`src/rtl/abs_diff_sched.sv`:
```
// Round-robin scheduler sharing one |op1-op2| datapath among N_REQ requesters; ABS_DIFF_SCHED_PRIO0_EN gives requester 0 strict priority.
// Latency: response valid in the cycle after the third edge following the request handshake; one operation in flight.
// Backpressure: the response holds until rsp_ready; no request is accepted meanwhile.
module abs_diff_sched #(
    parameter int N_REQ = 4,
    parameter int W     = 8,
    localparam int IDW  = $clog2(N_REQ)
) (
    input  logic               clk,
    input  logic               rst,
    input  logic [N_REQ-1:0]   req_valid,
    output logic [N_REQ-1:0]   req_ready,
    input  logic [N_REQ*W-1:0] req_op1,
    input  logic [N_REQ*W-1:0] req_op2,
    output logic               rsp_valid,
    input  logic               rsp_ready,
    output logic [IDW-1:0]     rsp_id,
    output logic [W-1:0]       rsp_res
);

    typedef enum logic [1:0] {IDLE, SUB, ABS, RESP} state_t;

    localparam logic [IDW:0] NREQ_W = (IDW+1)'(N_REQ);

    state_t         state_q, state_d;
    logic [IDW-1:0] rr_ptr_q, rr_ptr_d;
    logic [IDW-1:0] id_q, id_d;
    logic [IDW-1:0] rsp_id_q, rsp_id_d;
    logic [W-1:0]   a_q, a_d;
    logic [W-1:0]   b_q, b_d;
    logic [W-1:0]   rsp_res_q, rsp_res_d;
    logic [W:0]     diff_q, diff_d;

    logic [N_REQ-1:0] rr_cand;
    logic [IDW-1:0]   grant;
    logic             grant_vld;
    logic [IDW:0]     sum;
    logic [IDW-1:0]   cand;

    // Rotating search from rr_ptr; with priority enabled requester 0 is taken first and excluded from the rotation.
    always_comb begin
        grant     = '0;
        grant_vld = 1'b0;
        sum       = '0;
        cand      = '0;
        rr_cand   = req_valid;
`ifdef ABS_DIFF_SCHED_PRIO0_EN
        rr_cand   = {req_valid[N_REQ-1:1], 1'b0};
        if (req_valid[0]) begin
            grant_vld = 1'b1;
        end
`endif
        for (int k = 0; k < N_REQ; k++) begin
            sum = {1'b0, rr_ptr_q} + (IDW+1)'(k);
            if (sum >= NREQ_W) begin
                sum = sum - NREQ_W;
            end
            cand = sum[IDW-1:0];
            if (!grant_vld && rr_cand[cand]) begin
                grant_vld = 1'b1;
                grant     = cand;
            end
        end
    end

    always_comb begin
        state_d   = state_q;
        rr_ptr_d  = rr_ptr_q;
        id_d      = id_q;
        a_d       = a_q;
        b_d       = b_q;
        diff_d    = diff_q;
        rsp_id_d  = rsp_id_q;
        rsp_res_d = rsp_res_q;
        req_ready = '0;
        case (state_q)
            IDLE: begin
                if (grant_vld) begin
                    req_ready[grant] = ~rst;
                    for (int i = 0; i < N_REQ; i++) begin
                        if (grant == IDW'(i)) begin
                            a_d = req_op1[i*W +: W];
                            b_d = req_op2[i*W +: W];
                        end
                    end
                    id_d = grant;
`ifdef ABS_DIFF_SCHED_PRIO0_EN
                    if (grant != '0)
`endif
                    rr_ptr_d = (grant == IDW'(N_REQ-1)) ? '0 : grant + IDW'(1);
                    state_d = SUB;
                end
            end
            SUB: begin
                diff_d  = {1'b0, a_q} - {1'b0, b_q};
                state_d = ABS;
            end
            ABS: begin
                // Negative difference is negated; the magnitude always fits in W bits.
                rsp_res_d = diff_q[W] ? (~diff_q[W-1:0] + W'(1)) : diff_q[W-1:0];
                rsp_id_d  = id_q;
                state_d   = RESP;
            end
            RESP: begin
                if (rsp_ready) begin
                    state_d = IDLE;
                end
            end
            default: state_d = IDLE;
        endcase
    end

    always_ff @(posedge clk) begin
        if (rst) begin
            state_q   <= IDLE;
            rr_ptr_q  <= '0;
            id_q      <= '0;
            a_q       <= '0;
            b_q       <= '0;
            diff_q    <= '0;
            rsp_id_q  <= '0;
            rsp_res_q <= '0;
        end else begin
            state_q   <= state_d;
            rr_ptr_q  <= rr_ptr_d;
            id_q      <= id_d;
            a_q       <= a_d;
            b_q       <= b_d;
            diff_q    <= diff_d;
            rsp_id_q  <= rsp_id_d;
            rsp_res_q <= rsp_res_d;
        end
    end

    assign rsp_valid = (state_q == RESP);
    assign rsp_id    = rsp_id_q;
    assign rsp_res   = rsp_res_q;

endmodule

```
`config.mk`:
```
export PLATFORM = sky130hd
export DESIGN_NAME = abs_diff_sched
export DESIGN_NICKNAME = d
export VERILOG_FILES = /design/src/rtl/abs_diff_sched.sv
export SDC_FILE = /design/constraint.sdc
export NUM_CORES = 1
export LEC_CHECK = 0
export BUFFER_PORTS_ARGS = -buffer_cell sky130_fd_sc_hd__buf_4
export CORE_ASPECT_RATIO = 2
export CORE_MARGIN = 2
export CORE_UTILIZATION = 40
export DETAILED_ROUTE_END_ITERATION = 7
export PLACE_DENSITY = 0.71
export SLEW_MARGIN = 20
export SYNTH_ARGS = -nofsm -noshare
export SYNTH_HDL_FRONTEND = slang
export SYNTH_SLANG_ARGS = --single-unit
export TNS_END_PERCENT = 5
```
`constraint.sdc`:
```
create_clock -name clk -period 3 [get_ports clk]
set_input_delay 0.6 -clock clk [delete_from_list [all_inputs] [get_ports clk]]
set_output_delay 0.6 -clock clk [all_outputs]
set_load 0.02 [all_outputs]
```
==> results.md <==
* Worst VDD drop at 0.000577 V
* Clk slew on worst S/H paths at 60 ps
* Final Hold Fails at 0
* Post-synth EDFFs at 0
* CTS-repair resized insts at 0
* CTS tree: built
* Final Max Tran Viols at 0
* Drt wl/cell at 12.3 um
* Post-CTS Setup Bufs at 0
* CTS Buf Count at 5
* CTS Sinks at 41
* RD Place Congestion at 0.818
* Top-level port count at 86
* # nets final at 482
* Worst path depth at 6
* Clock share of power at 19.3%
* Ys flop type: dfxtp_1
* Share of layout cells above drive strength 1 at 26.9%
* Syn Inst Count at 315
* Fin cells at 482
* Net switching power at 1.47 mW
* Hpwl dp at 4.68 mm
* CP top delay family: simple AND/OR/NAND/NOR gates
* Lkg Pwr at 1.52 nW
* PwrDens at 1020 mW/mm2
* Commonest cells after routing, fill and taps aside: buf_4, dfxtp_1, mux2i_1
* Max_slew headroom at 55.1%
* Pre-CTS setup slack at 370 ps
* H-tree depth at 2
* CTS max path bufs at 2
* Slowest CP cell: nor2_4
* Most common cell after layout, fill and taps aside: buf_4
* Mapped cell area at 0.00267 mm2
* Starting density of the core at 40.7%
* Die ar. at 0.00739 mm2
* Total grt overflow at 0
* RSZ-0062 raised after global routing: no
* Worst setup endpoint: req_ready[3]
* WL final at 5.91 mm
* Worst setup margin at 191 ps
* Maximum capacitance violations at 0
* Worst setup EP type: output pin
* GR peak layer: met2
* Setup Viol. Count Final at 0
* Area growth from synthesis to layout at 33.1%
* ANT cells at 0
* CP Data Required Time at 2400 ps
* Status: complete, no violations
* Fin crit period at 2810 ps
* Fmax at 356 MHz
* Syn avg cell area at 8.49 um2
* Crit path max fanout at 37
* Final Cycle Share at 93.6%
* DRC marker count from the first detailed-route iteration at 43
* Fin Setup TNS at 0 ps
* Post-synth top area share at 30.7%
* Initial DRT Pass Iterations at 4
* First-pass GRT wire length at 9.82 mm
* DRT antenna net count at 0
* Largest net degree at the start of global routing at 38
* Startpoint Class: register
* Total track usage at 17.1%
* Final Skew at 3.70 ps
* Die width at 61.8 um
* Number of port buffers at 85
* Hold crit path type: reg2reg
* Worst R2R Setup Slack at 720 ps
* Syn. warnings at 0
* Main area contributors after synthesis: dfxtp_1, mux2i_1, ha_1
* Post-synthesis register bit count at 41
* Setup CP Type: reg2out
* R2r startpoint: rr_ptr_q[1]
* CP bufs+invs at 3
* Unique cell type count in the Yosys netlist at 47
* Initial antenna violation count at 0
* Vias in the first global route at 2,366
* DR DRC count at 0
* Synthesized net count at 404
* CTS Hold Bufs at 0
* Seq pwr share at 25.8%
* Root buffer cell: clkbuf_16
* Placed Instances at 474
* Slowest stage delay, CP at 560 ps
* Least-Margin Pin Slew at 672 ps
* Die H at 120 um
* Synth area leader: dfxtp_1
* Vias at 2,473
* Reg-to-Reg End: a_q[7]
* CP cell instances: inv_1 -> ha_1 -> inv_1 -> nor2_4 -> and3_1 -> buf_4
* Switch share at 40.6%
* CP Launch Point: state_q[0]
* Worst-Skew Late Latency at 280 ps
* Vias per cell at 5.13
* Met1 Track Usage GR at 17.7%
* Comb pwr share at 54.9%
* Reg2Reg Depth at 9
* Met3 Use GR at 2.59%
* Internal Power at 2.15 mW
* Most used cell along the critical path: inv_1
* Core ar. at 0.00657 mm2
* Layout Utilization at 54.2%
* Ys async rst share at 0%
* Met2 Use GR at 31.8%
* Rows at 42
* Sequential area share after synthesis at 30.7%
* Arrival time at the worst endpoint at 2210 ps
power groups by stage:
stage / combinational, mW / clock (mW) / sequential, mW
after detailed placement: 1.99 / 0 / 0.946
after floorplan: 1.54 / 0 / 0.945
after global routing: 2.24 / 0.741 / 0.966
after global placement: 1.95 / 0 / 0.940
after CTS: 2.02 / 0.711 / 0.937
final: 1.99 / 0.699 / 0.935
registers in the layout, summed over array words and instances, names as in the netlist:
name      count
a_q           8
b_q           8
diff_q        9
id_q          2
rr_ptr_q      2
rsp_id        2
rsp_res       8
state_q       2
metrics by stage:
step	hold WS (ps)	cell area, um2	power, mW
final	472	3560	3.62
after global routing	504	3560	3.95
after CTS	475	3560	3.67
after detailed placement	466	3370	2.94
after global placement	475	3370	2.89
after floorplan	445	2670	2.48
Yosys cell counts (all sizes together), types with 4 or more instances:
cell and instances:
ha 17, inv 19, nor3 5, nor2b 4, buf 10, o31ai 5
clkbuf 9, mux2i 39, and3 4, a211oi 13, nor2 25, o21a 5
dfxtp 41, xor2 5, o21ai 36, a21oi 23, nand2 24
per-layer routing:
metal	part of all wire (%)	vias to the layer above
met2	58	62
li1	-	1278
met1	36	1122
met3	3.4	11
met4	2.3	0
met5	0	-
area by class of cell:
| type | instances | area (um2) |
|---|---|---|
| multi-input cells | 236 | 1690 |
| repair buffers | 90 | 676 |
| fillers | 630 | 3010 |
| inverters | 19 | 71.3 |
| flip-flops and latches | 41 | 821 |
| clock buffers | 5 | 125 |
| well taps | 88 | 110 |
| clock inverters | 3 | 68.8 |
worst min-delay path by stage:
stage	start	end	depth (start not counted)
4_1_cts	id_q[1]	id_q[1]	2
2_1_floorplan	id_q[1]	id_q[1]	2
3_5_place_dp	id_q[1]	id_q[1]	2
5_1_grt	rsp_res[4]	rsp_res[4]	2
3_3_place_gp	id_q[1]	id_q[1]	2
6_report	id_q[1]	id_q[1]	2
worst reg2reg max path, stage by stage, from the launching register on:
cell     delay (ps)
dfxtp_1         410
mux2i_1         230
nor2_1           70
nor3_1          380
ha_1            280
buf_4           250
mux2i_1         200
o21ai_0          90
mux2i_1         150
a21oi_1          80
cells by family after synthesis:
family,synth area share [%]
AO/OA/AOI/OAI,23.7
XOR/XNOR,2.29
adder cells (fa/ha/maj),8.70
buffers and inverters,6.18
flip-flops,30.7
multiplexers,14.6
AND/OR/NAND/NOR,13.9
Note: power is estimated with default switching activity, not from simulation.
